<file path="src/rtl/uart_dma_ctrl.sv">
// uart_dma_ctrl: DMA-style sequencer between AXI-Stream TX/RX ports and the UART core register port.
// Optional macro UART_DMA_CTRL_STATS_EN implements tx_count/rx_count; otherwise both are tied to zero.

module uart_dma_ctrl #(
  parameter logic [31:0] TXDATA_ADDR = 32'h0000_0000,
  parameter logic [31:0] RXDATA_ADDR = 32'h0000_0004,
  parameter int unsigned RD_LATENCY  = 1,
  parameter int unsigned HOLDOFF     = 2
) (
  input  logic        clk,
  input  logic        rst_n,
  input  logic        enable,
  input  logic        dma_tx_req,
  input  logic        dma_rx_req,
  input  logic [7:0]  tx_tdata,
  input  logic        tx_tvalid,
  output logic        tx_tready,
  output logic [7:0]  rx_tdata,
  output logic        rx_tvalid,
  input  logic        rx_tready,
  output logic [31:0] reg_addr,
  output logic [31:0] reg_wdata,
  output logic [3:0]  reg_be,
  output logic        reg_we,
  output logic        reg_re,
  input  logic [31:0] reg_rdata,
  output logic        busy,
  output logic [15:0] tx_count,
  output logic [15:0] rx_count
);

  localparam logic [1:0] S_IDLE     = 2'd0;
  localparam logic [1:0] S_TX_WR    = 2'd1;
  localparam logic [1:0] S_RD_ISSUE = 2'd2;
  localparam logic [1:0] S_RD_WAIT  = 2'd3;

  localparam logic [3:0] HOLD_LOAD = 4'(HOLDOFF);
  localparam logic [1:0] LAT_LOAD  = 2'(RD_LATENCY - 1);

  logic [1:0] state;
  logic [3:0] tx_hold;
  logic [3:0] rx_hold;
  logic [1:0] lat_cnt;
  logic       rr_rx;
  logic       tx_elig;
  logic       rx_elig;
  logic       grant_tx;
  logic       grant_rx;
  logic       unused_rdata;

  assign unused_rdata = ^reg_rdata[31:8];

  always_comb begin
    tx_elig  = enable & dma_tx_req & tx_tvalid & (tx_hold == '0);
    rx_elig  = enable & dma_rx_req & ~rx_tvalid & (rx_hold == '0);
    grant_tx = 1'b0;
    grant_rx = 1'b0;
    if (state == S_IDLE) begin
      if (tx_elig && rx_elig) begin
        grant_rx = rr_rx;
        grant_tx = ~rr_rx;
      end else begin
        grant_tx = tx_elig;
        grant_rx = rx_elig;
      end
    end
  end

  always_ff @(posedge clk or negedge rst_n) begin
    if (!rst_n) begin
      state     <= S_IDLE;
      tx_hold   <= '0;
      rx_hold   <= '0;
      lat_cnt   <= '0;
      rr_rx     <= 1'b1;
      busy      <= 1'b0;
      reg_we    <= 1'b0;
      reg_re    <= 1'b0;
      reg_addr  <= '0;
      reg_wdata <= '0;
      reg_be    <= '0;
      tx_tready <= 1'b0;
      rx_tvalid <= 1'b0;
      rx_tdata  <= '0;
    end else begin
      // Strobes and bus fields are single-cycle; only the granting branch re-asserts them.
      reg_we    <= 1'b0;
      reg_re    <= 1'b0;
      tx_tready <= 1'b0;
      reg_addr  <= '0;
      reg_wdata <= '0;
      reg_be    <= '0;
      if (tx_hold != '0) tx_hold <= tx_hold - 4'd1;
      if (rx_hold != '0) rx_hold <= rx_hold - 4'd1;
      if (rx_tvalid && rx_tready) rx_tvalid <= 1'b0;

      case (state)
        S_IDLE: begin
          if (tx_elig && rx_elig) rr_rx <= ~rr_rx;
          if (grant_tx) begin
            state     <= S_TX_WR;
            busy      <= 1'b1;
            reg_we    <= 1'b1;
            reg_addr  <= TXDATA_ADDR;
            reg_wdata <= {24'h0, tx_tdata};
            reg_be    <= 4'b0001;
            tx_tready <= 1'b1;
          end else if (grant_rx) begin
            state    <= S_RD_ISSUE;
            busy     <= 1'b1;
            reg_re   <= 1'b1;
            reg_addr <= RXDATA_ADDR;
            reg_be   <= 4'hF;
          end
        end
        S_TX_WR: begin
          state   <= S_IDLE;
          busy    <= 1'b0;
          tx_hold <= HOLD_LOAD;
        end
        S_RD_ISSUE: begin
          state   <= S_RD_WAIT;
          lat_cnt <= LAT_LOAD;
        end
        S_RD_WAIT: begin
          if (lat_cnt == '0) begin
            rx_tdata  <= reg_rdata[7:0];
            rx_tvalid <= 1'b1;
            rx_hold   <= HOLD_LOAD;
            state     <= S_IDLE;
            busy      <= 1'b0;
          end else begin
            lat_cnt <= lat_cnt - 2'd1;
          end
        end
        default: begin
          state <= S_IDLE;
          busy  <= 1'b0;
        end
      endcase
    end
  end

`ifdef UART_DMA_CTRL_STATS_EN
  always_ff @(posedge clk or negedge rst_n) begin
    if (!rst_n) begin
      tx_count <= '0;
      rx_count <= '0;
    end else begin
      if (state == S_TX_WR) tx_count <= tx_count + 16'd1;
      if (rx_tvalid && rx_tready) rx_count <= rx_count + 16'd1;
    end
  end
`else
  assign tx_count = '0;
  assign rx_count = '0;
`endif

endmodule
</file>
<file path="config.mk">
export PLATFORM = sky130hd
export DESIGN_NAME = uart_dma_ctrl
export DESIGN_NICKNAME = d
export VERILOG_FILES = /design/src/rtl/uart_dma_ctrl.sv
export SDC_FILE = /design/constraint.sdc
export NUM_CORES = 1
export LEC_CHECK = 0
export ABC_AREA = 0
export BUFFER_PORTS_ARGS = -buffer_cell sky130_fd_sc_hd__buf_2
export CAP_MARGIN = 10
export CORE_MARGIN = 10
export CORE_UTILIZATION = 35
export DETAILED_ROUTE_END_ITERATION = 12
export PLACE_DENSITY = 0.71
export SETUP_SLACK_MARGIN = 0.2
export SYNTH_ARGS = -nofsm -noshare
export SYNTH_HDL_FRONTEND = slang
export SYNTH_SLANG_ARGS = --single-unit
</file>
<file path="constraint.sdc">
create_clock -name clk -period 2.2 [get_ports clk]
set_input_delay 0 -clock clk [delete_from_list [all_inputs] [get_ports clk]]
set_output_delay 0 -clock clk [all_outputs]
set_load 0.01 [all_outputs]
</file>
Word level (Yosys, flattened, before mapping)
Cells that the tools add are included.
W data, S select, Z words.
Cells by class
  $add $sub $neg: 3
  equal/unequal tests: 6
  muxes and demuxes: 35
  bitwise gates (word level): 8
  reductions and logical operators: 16
Operator list (count)
  $mux W4: 8
  $mux W8: 2
  $mux W1: 15
  $mux W3: 3
  $logic_not A4 Y1: 2
  $mux W2: 4
  $pmux W2 S4: 1
  $reduce_and A2 Y1: 4
  $reduce_bool A4 Y1: 2
  $sub A4 B1 Y4 const B: 2
  $and A1 B1 Y1: 6
  $eq A2 B2 Y1 const B: 2
  $logic_not A2 Y1: 2
  $ne A2 B2 Y1 const B: 2
  $pmux W2 S2: 1
  $reduce_bool A2 Y1: 2
  $ne A3 B3 Y1 const B: 1
  $pmux W1 S3: 1
  $reduce_and A3 Y1: 1
  $reduce_bool A3 Y1: 1
  $eq A2 B1 Y1 const B: 1
  $logic_and A1 B1 Y1: 2
  $not A1 Y1: 2
  $sub A2 B1 Y2 const B: 1
Word-level totals
  register bits after elaboration: 93
  input port bits: 47
  output and inout bits: 113
  word-level logic and storage cells: 81

Longest topological paths before layout
  depth in word-level cells: 9
  depth in mapped cells: 6
  mapped depth without buffers: 6

Worst setup path before layout
No wires, ideal clock.
  kind: register to register
  from: register tx_hold[0]
  to: register reg_wdata[0]
  library setup time: 67 ps
  arrival time: 1662 ps
  data required time: 2133 ps
  path slack: 471 ps
  cell stages (with the launch flop): 7
  buffers on the path: 0
  clock period less this slack: 1729 ps
  cells stage by stage: dfrtp_1 inv_1 ha_1 nor3b_4 nand4_4 a2111oi_4 and2_1
Between the ends
  word-level cells in the longest chain between the ends: 7
Ends and longest elaborated chain
  start: declaration: line 41  | logic [3:0] tx_hold;
  start signal: assignment: line 93  | if (tx_hold != '0) tx_hold <= tx_hold - 4'd1;
  $logic_not A4 Y1 (*): line 54  | tx_elig = enable & dma_tx_req & tx_tvalid & (tx_hold == '0);
  $and A1 B1 Y1 (*): line 54
  $logic_and A1 B1 Y1: line 59  | if (tx_elig && rx_elig) begin
  $mux W1 (*): line 59
  $mux W1 (*): line 58  | if (state == S_IDLE) begin
  $mux W8 (*): line 100  | if (grant_tx) begin
  $mux W8 (*): line 97  | case (state)
  end signal: assignment: line 105  | reg_wdata <= {24'h0, tx_tdata};
  end: declaration: line 22  | output logic [31:0] reg_wdata,
Every way passes the cells marked *; elsewhere a longest branch is shown, timed or not.
A chain may end at the register's enable or synchronous reset.

Final worst setup path
  from: register rx_hold[0]
  to: register reg_wdata[0]
Between the ends
  word-level cells in the longest chain between the ends: 7
Ends and longest elaborated chain
  start: declaration: line 42  | logic [3:0] rx_hold;
  start signal: assignment: line 94  | if (rx_hold != '0) rx_hold <= rx_hold - 4'd1;
  $logic_not A4 Y1: line 55  | rx_elig = enable & dma_rx_req & ~rx_tvalid & (rx_hold == '0);
  $and A1 B1 Y1: line 55
  $logic_and A1 B1 Y1: line 59
  $mux W1: line 59
  $mux W1: line 58
  $mux W8: line 100
  $mux W8: line 97
Every way passes these cells.

==> run summary <==
Post-synth ARST share: 1.00
Routability cong.: 0.770
Number of synthesized flops with an enable pin: 0
CTS clk-pin slew, worst paths: 0.07 ns
Distinct cells, synth: 29
Synthesized area per cell: 9.42 um2
Internal power: 0.00150 W
First-pass GRT wire length: 7460 um
Min Tclk post-route: 1.88 ns
Largest net degree at the start of global routing: 35
Mapped cell area: 2130 um2
Max Freq: 531 MHz
DRC Markers: 0
FF+latch count, synth: 34
Antenna cells: 0
Synth area leader: dfrtp_1
Leakage power: 1.35 nW
Seq/Total Area, Yosys: 0.400
Post-synth top cells: 92 x buf_4, 33 x dfrtp_1, 31 x nand2_1
Logic pwr share: 0.356
Wire per inst: 12.6 um
Outcome: completed
Predominant post-synthesis flop cell: dfrtp_1
Critical path's top delay family: simple AND/OR/NAND/NOR gates
Gr ovfl total: 0
DR vias/cell: 3.71
CTS tree: done
Switching share of power: 0.358
Area growth syn-to-layout: 13.3%
Net count, final: 345
Worst Tran Pin Value: 0.758 ns
Hold WS: 0.105 ns
Num Clock Sinks: 34
Initial antenna violation count: 0
Core area: 5920 um2
CTS root buf: clkbuf_8
Starting Density: 0.360
Final setup viols: 0
Total global-route track usage: 0.0924
Yosys top cell area share: 0.388
Buf/Inv on CP: 2
Row count: 28
Setup crit start kind: register
Final wirelength: 4670 um
Critical Path Max Stage Delay: 0.41 ns
Fraction of layout cells with a size suffix above 1: 0.241
Post-Syn Instances: 226
Max VDD drop: 0.000344 V
Post-route ant nets: 0
I/O pin count: 160
Worst EP required: 2.37 ns
Worst Clk Skew: 0.00759 ns
H-tree depth: 2
Final hold vios: 0
Sw Pwr: 0.000834 W
Vias in the first global route: 1500
Clock power share: 0.230
Max Slew Vio Count: 0
RSZ-0062 raised after global routing: false
CP Cell Sequence: inv_1 -> ha_2 -> or3b_4 -> nor3_4 -> a2111oi_4 -> buf_6 -> and2_1
Port Buffer Count: 48
Crit end category: register
1st-pass router iterations: 4
Yosys warning total: 0
Clk Latency, worst-skew pair: 0.28 ns
Detailed placement HPWL: 3540 um
Die Y: 98 um
TritonCTS Buffers: 5
Tot Pwr: 0.00233 W
Largest cells by area after synthesis: dfrtp_1 39%, buf_4 32%, nand2_1 5.5%
Power density cells: 967 nW/um2
Critical path arrival: 2.05 ns
Die area: 9600 um2
Fin crit share: 0.855
Via count: 1374
Maxcap violations: 0
Clock buffer depth: 2
Worst Path Max Fanout: 9
Hold Crit Class: input port to register
Most common cell in the netlist: buf_4
TNS Setup: 0 ns
WS Path Type: register to register
Slowest library cell on the worst path: or3b_4
First DRT Iteration DRCs: 25
Max-slew headroom: 0.494
Flop pwr share: 0.414
Die X: 98 um
-- placed cells by master (no fill, tap or decap), drive strengths merged, types with 2 or more instances in the layout --
cell type,instances
a211o,2
a21oi,4
and2,8
buf,52
clkbuf,8
conb,87
dfrtp,33
dlygate4sd3,18
ha,4
inv,8
nand2,31
nand3,2
nor2,8
nor3,6
o21ai,7
or3,2
xnor2,4
-- layer usage --
layer  GRT usage  part of all wire  vias up  routed length [um]
li1            -                 -      664                   -
met1      0.0844              0.35      637                1620
met2       0.175              0.53       70                2490
met3      0.0500              0.11        3                 527
met4      0.0201            0.0060        0                  28
met5           0                 0        -                   0
-- per-stage QoR --
step                      cell area (um2)  utilization  worst slack, ns  instances
after floorplan                      2450            -            0.471        312
after global placement               2090        0.353            0.241        341
after detailed placement             2090        0.353            0.208        341
after CTS                            2380        0.402            0.240        367
after global routing                 2410        0.408            0.218        370
final                                2410        0.408            0.318        370
-- layout make-up --
class	instances	area (um2)
clock buffer	8	110
timing repair buffer	70	454
tap	75	93.8
sequential	34	852
inverter	8	30.0
fill	593	3510
multi-input combinational	175	873
-- tightest hold or removal path, cell delays in order --
cell and delay [ns]:
buf_2 0.13, nand4_4 0.08, a211o_2 0.10, nand2_1 0.04
-- state kept, by name, indices dropped and copies added, names as in the netlist --
name	flops
tx_hold	4
busy	1
reg_we	1
rx_tvalid	1
state	2
reg_wdata	8
reg_be	2
rx_tdata	8
rx_hold	4
lat_cnt	2
rr_rx	1
-- cells by family (layout without fill, tap and decap cells) --
logic type,count (synthesis),count (layout),share of synthesized area
fa+ha+maj,4,4,0.0235
compound gates,15,15,0.0517
buf+inv,103,86,0.344
flops,34,34,0.400
simple gates,65,65,0.163
xor+xnor,4,4,0.0164
other cells,1,87,0.00176
-- timing repair --
| item | CTS | global route |
|---|---|---|
| pin swaps | 1 | 1 |
| endpoints found under the hold margin | 50 | 0 |
| endpoints found under the setup margin | 7 | 9 |
| gates resized for setup | 0 | 3 |
| hold buffers | 18 | 0 |
| setup buffers | 0 | 3 |
-- final timing paths --
check	startpoint	to	slack [ns]	depth (start not counted)
hold / removal	enable	state[0]$_DFFE_PN0P_	0.11	4
setup reg to reg	rx_hold[0]$_DFF_PN0_	reg_wdata[0]$_DFF_PN0_	0.32	7
min in group asynchronous	rst_n	tx_hold[2]$_DFFE_PN0P_	0.33	2
max in group asynchronous	rst_n	reg_wdata[3]$_DFF_PN0_	1.38	2
hold reg to reg	rx_tdata[5]$_DFFE_PN0P_	rx_tdata[5]$_DFFE_PN0P_	0.48	2
setup / recovery	rx_hold[0]$_DFF_PN0_	reg_wdata[0]$_DFF_PN0_	0.32	7
-- power by group through the flow --
| stage | clock network, W | registers (W) | logic, W |
|---|---|---|---|
| CTS | 0.000561 | 0.000971 | 0.000783 |
| detailed placement | 0 | 0.000980 | 0.000758 |
| floorplan | 0 | 0.000976 | 0.000644 |
| finish | 0.000537 | 0.000967 | 0.000830 |
| global placement | 0 | 0.000972 | 0.000727 |
| global route | 0.000586 | 0.00100 | 0.000952 |
Note: power is estimated with default switching activity, not from simulation.
